--- config.mk ---
export PLATFORM = sky130hd
export DESIGN_NAME = barker_tx_flat
export DESIGN_NICKNAME = d
export VERILOG_FILES = /design/src/rtl/barker_pkg.sv /design/src/rtl/barker_tx_if.sv /design/src/rtl/barker_chip_cnt.sv /design/src/rtl/barker_tx.sv /design/src/flat_wrapper.sv
export SDC_FILE = /design/constraint.sdc
export NUM_CORES = 1
export LEC_CHECK = 0
export CORE_AREA = 2 2 39 41
export DETAILED_ROUTE_END_ITERATION = 12
export DIE_AREA = 0 0 41 43
export PLACE_DENSITY = 0.72
export SLEW_MARGIN = 20
export SYNTH_ARGS = -nofsm -noshare
export SYNTH_HDL_FRONTEND = slang
export SYNTH_HIERARCHICAL = 1
export SYNTH_SLANG_ARGS = --single-unit
--- constraint.sdc ---
create_clock -name i_clk -period 5 [get_ports i_clk]
set_clock_uncertainty 0.1 [all_clocks]
set_input_delay 0.75 -clock i_clk [delete_from_list [all_inputs] [get_ports i_clk]]
set_output_delay 0.75 -clock i_clk [all_outputs]
set_load 0.05 [all_outputs]
--- src/rtl/barker_pkg.sv ---
// Shared Barker-11 definitions for the transmitter, correlator and monitors.
package barker_pkg;

  localparam int          BARKER_LEN  = 11;
  localparam logic [10:0] BARKER_CODE = 11'b11100010010;

  typedef enum logic {
    IDLE = 1'b0,
    SEND = 1'b1
  } barker_tx_state_t;

  // A data bit of 1 sends the code unchanged, a 0 sends its complement.
  function automatic logic chip_val(input logic [3:0] idx, input logic data);
    return ~(BARKER_CODE[idx] ^ data);
  endfunction

endpackage

--- src/rtl/barker_tx_if.sv ---
// Input bit stream and oversampled chip stream of the Barker transmitter.
interface barker_tx_if;

  logic i_s_tvalid;
  logic o_s_tready;
  logic i_s_tdata;
  logic o_m_tvalid;
  logic i_m_tready;
  logic o_m_tdata;
  logic o_m_tuser;

  modport master (
    input  i_s_tvalid, i_s_tdata, i_m_tready,
    output o_s_tready, o_m_tvalid, o_m_tdata, o_m_tuser
  );

  modport slave (
    output i_s_tvalid, i_s_tdata, i_m_tready,
    input  o_s_tready, o_m_tvalid, o_m_tdata, o_m_tuser
  );

endinterface

--- src/rtl/barker_chip_cnt.sv ---
// Sample-within-chip and chip-within-symbol counters for the Barker transmitter.
module barker_chip_cnt #(
  parameter int OVERSAMPLE = 4
) (
  input  logic       i_clk,
  input  logic       i_rst,
  input  logic       i_load,
  input  logic       i_adv,
  output logic [3:0] o_chip_idx,
  output logic       o_chip_last,
  output logic       o_sym_last
);

  localparam int            SW       = $clog2(OVERSAMPLE);
  localparam logic [SW-1:0] SAMP_MAX = SW'(OVERSAMPLE - 1);

  logic [SW-1:0] samp_cnt_d, samp_cnt_q;
  logic [3:0]    chip_idx_d, chip_idx_q;

  assign o_chip_idx  = chip_idx_q;
  assign o_chip_last = (samp_cnt_q == SAMP_MAX);
  assign o_sym_last  = o_chip_last && (chip_idx_q == 4'd0);

  // Load wins over advance so a back-to-back symbol restarts at chip 10.
  always_comb begin
    samp_cnt_d = samp_cnt_q;
    chip_idx_d = chip_idx_q;
    if (i_load) begin
      samp_cnt_d = '0;
      chip_idx_d = 4'd10;
    end else if (i_adv) begin
      if (o_chip_last) begin
        samp_cnt_d = '0;
        chip_idx_d = o_sym_last ? 4'd0 : (chip_idx_q - 4'd1);
      end else begin
        samp_cnt_d = samp_cnt_q + SW'(1);
      end
    end else begin
      samp_cnt_d = samp_cnt_q;
    end
  end

  always_ff @(posedge i_clk or posedge i_rst) begin
    if (i_rst) begin
      samp_cnt_q <= '0;
      chip_idx_q <= 4'd0;
    end else begin
      samp_cnt_q <= samp_cnt_d;
      chip_idx_q <= chip_idx_d;
    end
  end

endmodule

--- src/rtl/barker_tx.sv ---
// Barker-11 spreading transmitter: one input bit becomes 11*OVERSAMPLE output samples.
// Define BARKER_TX_IDLE_FILL_EN to stream zero-valued fill samples while idle.
module barker_tx
  import barker_pkg::*;
#(
  parameter int OVERSAMPLE = 4
) (
  input logic         i_clk,
  input logic         i_rst,
  barker_tx_if.master bus
);

`ifdef BARKER_TX_IDLE_FILL_EN
  localparam logic FILL_EN = 1'b1;
`else
  localparam logic FILL_EN = 1'b0;
`endif

  barker_tx_state_t state_d, state_q;
  logic bit_d, bit_q;
  logic m_tvalid_d, m_tvalid_q;
  logic m_tdata_d, m_tdata_q;
  logic m_tuser_d, m_tuser_q;

  logic       s_tready_s, s_hs_s, m_hs_s, load_s, adv_s;
  logic       chip_last_s, sym_last_s;
  logic [3:0] chip_idx_s;

  barker_chip_cnt #(.OVERSAMPLE(OVERSAMPLE)) u_cnt (
    .i_clk       (i_clk),
    .i_rst       (i_rst),
    .i_load      (load_s),
    .i_adv       (adv_s),
    .o_chip_idx  (chip_idx_s),
    .o_chip_last (chip_last_s),
    .o_sym_last  (sym_last_s)
  );

  assign m_hs_s = m_tvalid_q & bus.i_m_tready;
  assign s_hs_s = bus.i_s_tvalid & s_tready_s;

  // A new bit is taken only when the sample currently on the output retires.
  always_comb begin
    s_tready_s = 1'b0;
    if (i_rst) begin
      s_tready_s = 1'b0;
    end else begin
      case (state_q)
        IDLE:    s_tready_s = FILL_EN ? bus.i_m_tready : 1'b1;
        SEND:    s_tready_s = sym_last_s & bus.i_m_tready;
        default: s_tready_s = 1'b0;
      endcase
    end
  end

  always_comb begin
    state_d    = state_q;
    bit_d      = bit_q;
    m_tvalid_d = m_tvalid_q;
    m_tdata_d  = m_tdata_q;
    m_tuser_d  = m_tuser_q;
    load_s     = 1'b0;
    adv_s      = 1'b0;
    if (s_hs_s) begin
      state_d    = SEND;
      bit_d      = bus.i_s_tdata;
      m_tvalid_d = 1'b1;
      m_tdata_d  = chip_val(4'd10, bus.i_s_tdata);
      m_tuser_d  = 1'b1;
      load_s     = 1'b1;
    end else begin
      case (state_q)
        IDLE: begin
          m_tvalid_d = FILL_EN;
          m_tdata_d  = 1'b0;
          m_tuser_d  = 1'b0;
        end
        SEND: begin
          adv_s = m_hs_s;
          if (m_hs_s && sym_last_s) begin
            state_d    = IDLE;
            m_tvalid_d = FILL_EN;
            m_tdata_d  = 1'b0;
            m_tuser_d  = 1'b0;
          end else if (m_hs_s && chip_last_s) begin
            m_tdata_d = chip_val(chip_idx_s - 4'd1, bit_q);
            m_tuser_d = 1'b0;
          end else begin
            m_tdata_d = m_tdata_q;
          end
        end
        default: begin
          state_d    = IDLE;
          m_tvalid_d = 1'b0;
        end
      endcase
    end
  end

  always_ff @(posedge i_clk or posedge i_rst) begin
    if (i_rst) begin
      state_q    <= IDLE;
      bit_q      <= 1'b0;
      m_tvalid_q <= 1'b0;
      m_tdata_q  <= 1'b0;
      m_tuser_q  <= 1'b0;
    end else begin
      state_q    <= state_d;
      bit_q      <= bit_d;
      m_tvalid_q <= m_tvalid_d;
      m_tdata_q  <= m_tdata_d;
      m_tuser_q  <= m_tuser_d;
    end
  end

  assign bus.o_s_tready = s_tready_s;
  assign bus.o_m_tvalid = m_tvalid_q;
  assign bus.o_m_tdata  = m_tdata_q;
  assign bus.o_m_tuser  = m_tuser_q;

endmodule

--- src/flat_wrapper.sv ---
// flat-port wrapper written by rule: the top's interface ports become plain ports
module barker_tx_flat import barker_pkg::*;
#(
  parameter int OVERSAMPLE = 4
)
  (i_clk, i_rst, bus_i_s_tvalid, bus_i_s_tdata, bus_i_m_tready, bus_o_s_tready, bus_o_m_tvalid, bus_o_m_tdata, bus_o_m_tuser);
  barker_tx_if bus_i ();
  input logic i_clk;
  input logic i_rst;
  input wire logic [$bits(bus_i.i_s_tvalid)-1:0] bus_i_s_tvalid;
  input wire logic [$bits(bus_i.i_s_tdata)-1:0] bus_i_s_tdata;
  input wire logic [$bits(bus_i.i_m_tready)-1:0] bus_i_m_tready;
  output wire logic [$bits(bus_i.o_s_tready)-1:0] bus_o_s_tready;
  output wire logic [$bits(bus_i.o_m_tvalid)-1:0] bus_o_m_tvalid;
  output wire logic [$bits(bus_i.o_m_tdata)-1:0] bus_o_m_tdata;
  output wire logic [$bits(bus_i.o_m_tuser)-1:0] bus_o_m_tuser;
  assign bus_i.i_s_tvalid = bus_i_s_tvalid;
  assign bus_i.i_s_tdata = bus_i_s_tdata;
  assign bus_i.i_m_tready = bus_i_m_tready;
  assign bus_o_s_tready = bus_i.o_s_tready;
  assign bus_o_m_tvalid = bus_i.o_m_tvalid;
  assign bus_o_m_tdata = bus_i.o_m_tdata;
  assign bus_o_m_tuser = bus_i.o_m_tuser;
  barker_tx #(.OVERSAMPLE(OVERSAMPLE)) u_core (.i_clk(i_clk), .i_rst(i_rst), .bus(bus_i));
endmodule
==> reports/results.tsv, run 1 <==
metric	value	unit
clkPwrFrac	15.9	%
relSlewSlack	66.80	%
critPathRequiredTime	4.15	ns
dr.pass1.iters	4	
synth.area.top_cells	dfrtp_1, mux2i_1, inv_1	
holdWs	0.4226	ns
drive_gt1_share	10.13	%
outcome	complete, no violations	
leakage	0.0003644	uW
p_sw	154.1	uW
maxSlewViolCount	0	
fin_ws	1.772	ns
synthMuxAreaShare	4.624	%
crit_path_top_delay_cell	clkdlybuf4s50_1	
finalWirelength	1.178	mm
netlist_instances	67	
ys_types	29	
p_sw_share	40.69	%
fin_setup_tns	0	ns
rows	14	
die_w	41	um
dieArea	1763	um2
port_buffers	8	
ys_warn_count	6	
cts_sinks	11	
syn-mean-instance-area	9.692	um2
rsz0062_at_grt	no	
grt_max_degree	9	
die_h	43	um
cts_buffer_depth	2	
crit_path_end_kind	output pin	
synth-compound-area-share	15.03	%
grt_pass1_wl	1.945	mm
first_global_vias	454	
worst_hold_path_type	flip-flop to flip-flop	
synth-seq-cells	11	
pwr-share-comb	43.4	%
seqPwrFrac	40.7	%
cap_violations	0	
gr-total-overflow	0	
syn_area	649.4	um2
cts_tree	done	
cts_resized	0	
synth_simple_gate_area_share	28.71	%
synthAdderAreaFrac	3.854	%
area_growth_syn_to_layout	19.46	%
place_ws	1.788	ns
finalWeightedCongestion	0.8458	
n_fill_cell	123	
worstSetupPathType	flip-flop to output pin	
antenna_found_initial	0	
synth_top_family_by_area	simple AND/OR/NAND/NOR gates	
synthArstFlopShare	100.0	%
drt-initial-drc-count	8	
timing.fmax	0.3098	GHz
remaining_drc_errors	0	
via_per_inst	5.358	
syn_nets	74	
cp_max_fo	8	
ir_worst_vdd	0.2725	mV
root_buffer	clkbuf_4	
ys.flop_type	dfrtp_1	
crit_chain	inv_1 -> ha_1 -> and4bb_2 -> a21boi_1 -> nor2_1 -> clkdlybuf4s50_1	
yosys.area_share.xor_xnor	1.349	%
hold_viol_final	0	
cpPeakStageDelay	0.71	ns
n_antenna_cell	0	
startpoint_type	flip-flop	
routedWlPerCell	12.40	um
setup_violations	0	
cts_hold_buf	0	
synth_edf_count	0	
synth_top_cell_area_share	42.39	%
period_share	64.56	%
track_usage	16.63	%
layout_common_cells	dfrtp_1, clkdlybuf4s50_1, inv_1, nand2_1, nor2_1	
fp.coreArea	1384	um2
synth-seq-area-share	42.39	%
cp_data_arrival_time	2.38	ns
via_count	509	
period_needed	3.228	ns
htreeDepth	1	
internal_power	224.5	uW
fin_nets	87	
final_util	56.06	%
postRouteAntennaNets	0	
p_per_area	488.1	nW/um2
start_util	46.93	%
ios	9	
dp_hpwl	865	um
tightestPinTransition	0.4964	ns
cts_setup_buffers	0	
insertion_delay	0.26	ns
numCtsBuffers	3	
layout_commonest_cell	dfrtp_1	
yosysTopAreaCell	dfrtp_1	
clkTransAtPathRegs	0.07	ns
metrics by stage:
stage | instance area (um2) | total power (uW) | std cells
3_3_place_gp | 749.5 | 316.1 | 91
6_report | 775.7 | 378.6 | 95
5_1_grt | 775.7 | 404.6 | 95
3_5_place_dp | 749.5 | 320.5 | 91
4_1_cts | 775.7 | 381.8 | 95
2_1_floorplan | 649.4 | 275.1 | 67
synth_stat cells (2+ instances only):
library cell / number
dfrtp_1: 11
inv_1: 7
nand2_1: 7
nor2_1: 6
a21oi_1: 3
mux2i_1: 3
nand3_1: 3
ha_1: 2
nor2b_1: 2
o211ai_1: 2
o31ai_1: 2
or3_1: 2
registers in the layout (all words and copies together), names as in the netlist:
register	cells
u_core/bit_q	1
u_core/bus.o_m_tdata	1
u_core/bus.o_m_tuser	1
u_core/bus.o_m_tvalid	1
u_core/state_q	1
u_core/u_cnt/o_chip_idx	4
u_core/u_cnt/samp_cnt_q	2
power groups by stage:
stage	Sequential [uW]	Clock, uW	Combinational (uW)
floorplan	186	0	89.5
global placement	156	0	160
detailed placement	156	0	164
CTS	154	62.7	165
global route	160	66.4	178
finish	154	60.3	164
cells by family (layout without fill, tap and decap cells):
group | count (synthesis) | in the layout
and+or+nand+nor | 31 | 31
adders and majority gates | 2 | 2
xor gates and xnor gates | 1 | 1
muxes | 3 | 3
DFF | 11 | 11
buffers and inverters | 7 | 19
AOI/OAI and AO/OA | 12 | 12
final timing paths:
kind	startpoint	endpoint	slack [ns]	cells past startpoint
setup / recovery	u_core/u_cnt/o_chip_idx[0]$_DFFE_PP0P_	bus_o_s_tready	1.77	6
hold / removal	u_core/bit_q$_DFFE_PP0P_	u_core/bit_q$_DFFE_PP0P_	0.42	1
setup reg to reg	u_core/u_cnt/o_chip_idx[0]$_DFFE_PP0P_	u_core/u_cnt/o_chip_idx[3]$_DFFE_PP0P_	2.00	10
hold reg to reg	u_core/bit_q$_DFFE_PP0P_	u_core/bit_q$_DFFE_PP0P_	0.42	1
max in group asynchronous	i_rst	u_core/u_cnt/samp_cnt_q[1]$_DFFE_PP0P_	3.89	2
min in group asynchronous	i_rst	u_core/bus.o_m_tdata$_DFFE_PP0P_	0.70	2
worst max-delay path: cells and delay by family, from the launching register on:
kind | cells | cell delay [ns]
buffers and inverters | 2 | 0.78
flip-flops | 1 | 0.45
AND/OR/NAND/NOR | 2 | 0.37
AO/OA/AOI/OAI | 1 | 0.29
adder cells (fa/ha/maj) | 1 | 0.23
layout make-up:
cell class	instances	area, um2	area share [%]
clock buffers	4	26.28	3.387
inverters	7	26.28	3.387
multi-input cells	49	347.8	44.84
flip-flops and latches	11	275.3	35.48
well taps	16	20.02	2.581
repair buffers	8	80.08	10.32
routing by layer:
metal  up-vias  global-route usage (%)  wire length (um)
li1        266                       -                 -
met1       237                   24.41               628
met2         6                   21.88               515
met3         0                   4.712                34
met4         0                   8.000                 0
met5         -                       0                 0
(Power assumes the default switching activity.)
==> run 2, diff against run 1 <==
Clock period 5 ns to 3.12 ns, I/O delays scaled along.
==> reports/results.tsv, run 2 (synthesized netlist as in run 1, its figures left out) <==
metric	value	unit	change
multiInputGateArea	347.8	um2	unchanged
cts_hold_buf	0		unchanged
drt-initial-drc-count	12		was 8
relSlewSlack	66.71	%	was 66.80%
cts_sinks	11		unchanged
ios	9		unchanged
cp_max_fo	8		unchanged
layout_common_cells	dfrtp_1, clkdlybuf4s50_1, inv_1, nand2_1, nor2_1		unchanged
n_fill_cell	119		was 123
worstSetupPathType	flip-flop to output pin		unchanged
worst_hold_path_type	input pin to async pin		was flip-flop to flip-flop
dr.pass1.iters	4		unchanged
timing.fmax	0.3379	GHz	
cts_setup_buffers	0		unchanged
p_per_area	781.6	nW/um2	was 488.1 nW/um2
cts_tree	done		unchanged
port_buffers	8		unchanged
finalWeightedCongestion	0.7607		was 0.8458
start_util	46.93	%	unchanged
finalWirelength	1.291	mm	was 1.178 mm
rows	14		unchanged
routedWlPerCell	13.31	um	was 12.40 um
cap_violations	0		unchanged
die_w	41	um	unchanged
htreeDepth	1		unchanged
cts_resized	0		unchanged
n_antenna_cell	0		unchanged
outcome	complete, no violations		unchanged
clkTransAtPathRegs	0.07	ns	about the same
holdWs	0.4081	ns	was 0.4226 ns
fp.coreArea	1384	um2	unchanged
via_per_inst	5.619		was 5.358
root_buffer	clkbuf_4		unchanged
via_count	545		was 509
crit_path_end_kind	output pin		unchanged
seq_area	275.3	um2	unchanged
period_needed	2.959	ns	
r2r_slack	0.33	ns	was 2.00 ns
fin_ws	0.1608	ns	was 1.772 ns
drive_gt1_share	12.35	%	was 10.13%
cp_data_arrival_time	2.39	ns	was 2.38 ns
maxSlewViolCount	0		unchanged
antenna_found_initial	0		unchanged
track_usage	18.47	%	was 16.63%
cts_buffer_depth	2		unchanged
period_share	94.84	%	
remaining_drc_errors	0		unchanged
grt_pass1_wl	2.152	mm	was 1.945 mm
leakage	0.0003740	uW	was 0.0003644 uW
cpLargestDelayFamily	buffers and inverters		unchanged
gr-total-overflow	0		unchanged
tightestPinTransition	0.4979	ns	was 0.4964 ns
rsz0062_at_grt	no		unchanged
numCtsBuffers	3		unchanged
crit_buf_inv	2		unchanged
fin_setup_tns	0	ns	unchanged
dp_hpwl	902.2	um	was 865 um
crit_path_top_delay_cell	clkdlybuf4s50_1		unchanged
layout_commonest_cell	dfrtp_1		unchanged
fin_nets	89		was 87
largest_reg_flops	4		unchanged
critPathRequiredTime	2.55	ns	was 4.15 ns
cpPeakStageDelay	0.82	ns	was 0.71 ns
area_growth_syn_to_layout	21.77	%	was 19.46%
hold_viol_final	0		unchanged
dieArea	1763	um2	unchanged
ir_worst_vdd	0.4565	mV	was 0.2725 mV
die_h	43	um	unchanged
insertion_delay	0.27	ns	was 0.26 ns
first_global_vias	496		was 454
crit_chain	inv_1 -> ha_1 -> and4bb_2 -> a21boi_1 -> nor2_1 -> clkdlybuf4s50_1		unchanged
place_ws	0.4101	ns	was 1.788 ns
startpoint_type	flip-flop		unchanged
setup_violations	0		unchanged
grt_max_degree	9		unchanged
postRouteAntennaNets	0		unchanged
==> run 2: changes by cell type in the layout (fill, tap and decap cells not counted), sizes merged <==
cell  delta
buf      +2
==> run 2: final timing paths <==
check	from	to	cells past startpoint
max in group asynchronous	i_rst	u_core/u_cnt/o_chip_idx[0]$_DFFE_PP0P_	2
setup reg to reg	u_core/u_cnt/o_chip_idx[0]$_DFFE_PP0P_	u_core/u_cnt/o_chip_idx[3]$_DFFE_PP0P_	10
min in group i_clk	u_core/bit_q$_DFFE_PP0P_	u_core/bit_q$_DFFE_PP0P_	1
hold / removal	i_rst	u_core/state_q$_DFF_PP0_	2
hold reg to reg	u_core/bit_q$_DFFE_PP0P_	u_core/bit_q$_DFFE_PP0P_	1
setup / recovery	u_core/u_cnt/o_chip_idx[0]$_DFFE_PP0P_	bus_o_s_tready	6
==> run 2: layout make-up <==
| cell class | instances | area share [%] |
|---|---|---|
| inverter | 7 | 3.323 |
| clock buffer | 4 | 3.323 |
| timing repair buffer | 10 | 12.03 |
| tap | 16 | 2.532 |
| sequential | 11 | 34.81 |
| multi-input combinational | 49 | 43.99 |
==> run 2: routing by layer <==
| layer | up-vias | wire, um | track usage (%) |
|---|---|---|---|
| li1 | 270 | - | - |
| met1 | 254 | 642 | 27.12 |
| met2 | 21 | 587 | 23.13 |
| met3 | 0 | 60 | 6.283 |
| met4 | 0 | 0 | 10.00 |
| met5 | - | 0 | 0 |
==> run 2: power breakdown <==
part           leakage (uW)  total [uW]  switching (uW)  internal (uW)
logic              0.000227         268             149            119
clock network     0.0000150        98.5            49.0           49.6
registers          0.000132         251            56.5            195
total              0.000374         618             254            364
==> run 2: stage by stage <==
step                area (um2)  std cells  utilization [%]  power, uW
floorplan                649.4         67                -      440.9
global placement         764.5         93            55.24      511.4
detailed placement       764.5         93            55.24      520.3
CTS                      790.8         97            57.14      619.7
global route             790.8         97            57.14      659.9
finish                   790.8         97            57.14      618.1
==> run 3, diff against run 2 <==
Settings changed: CAP_MARGIN set to 0.
==> results of run 3 <==
Final layout, timing and power as in run 2 (identical DEF).
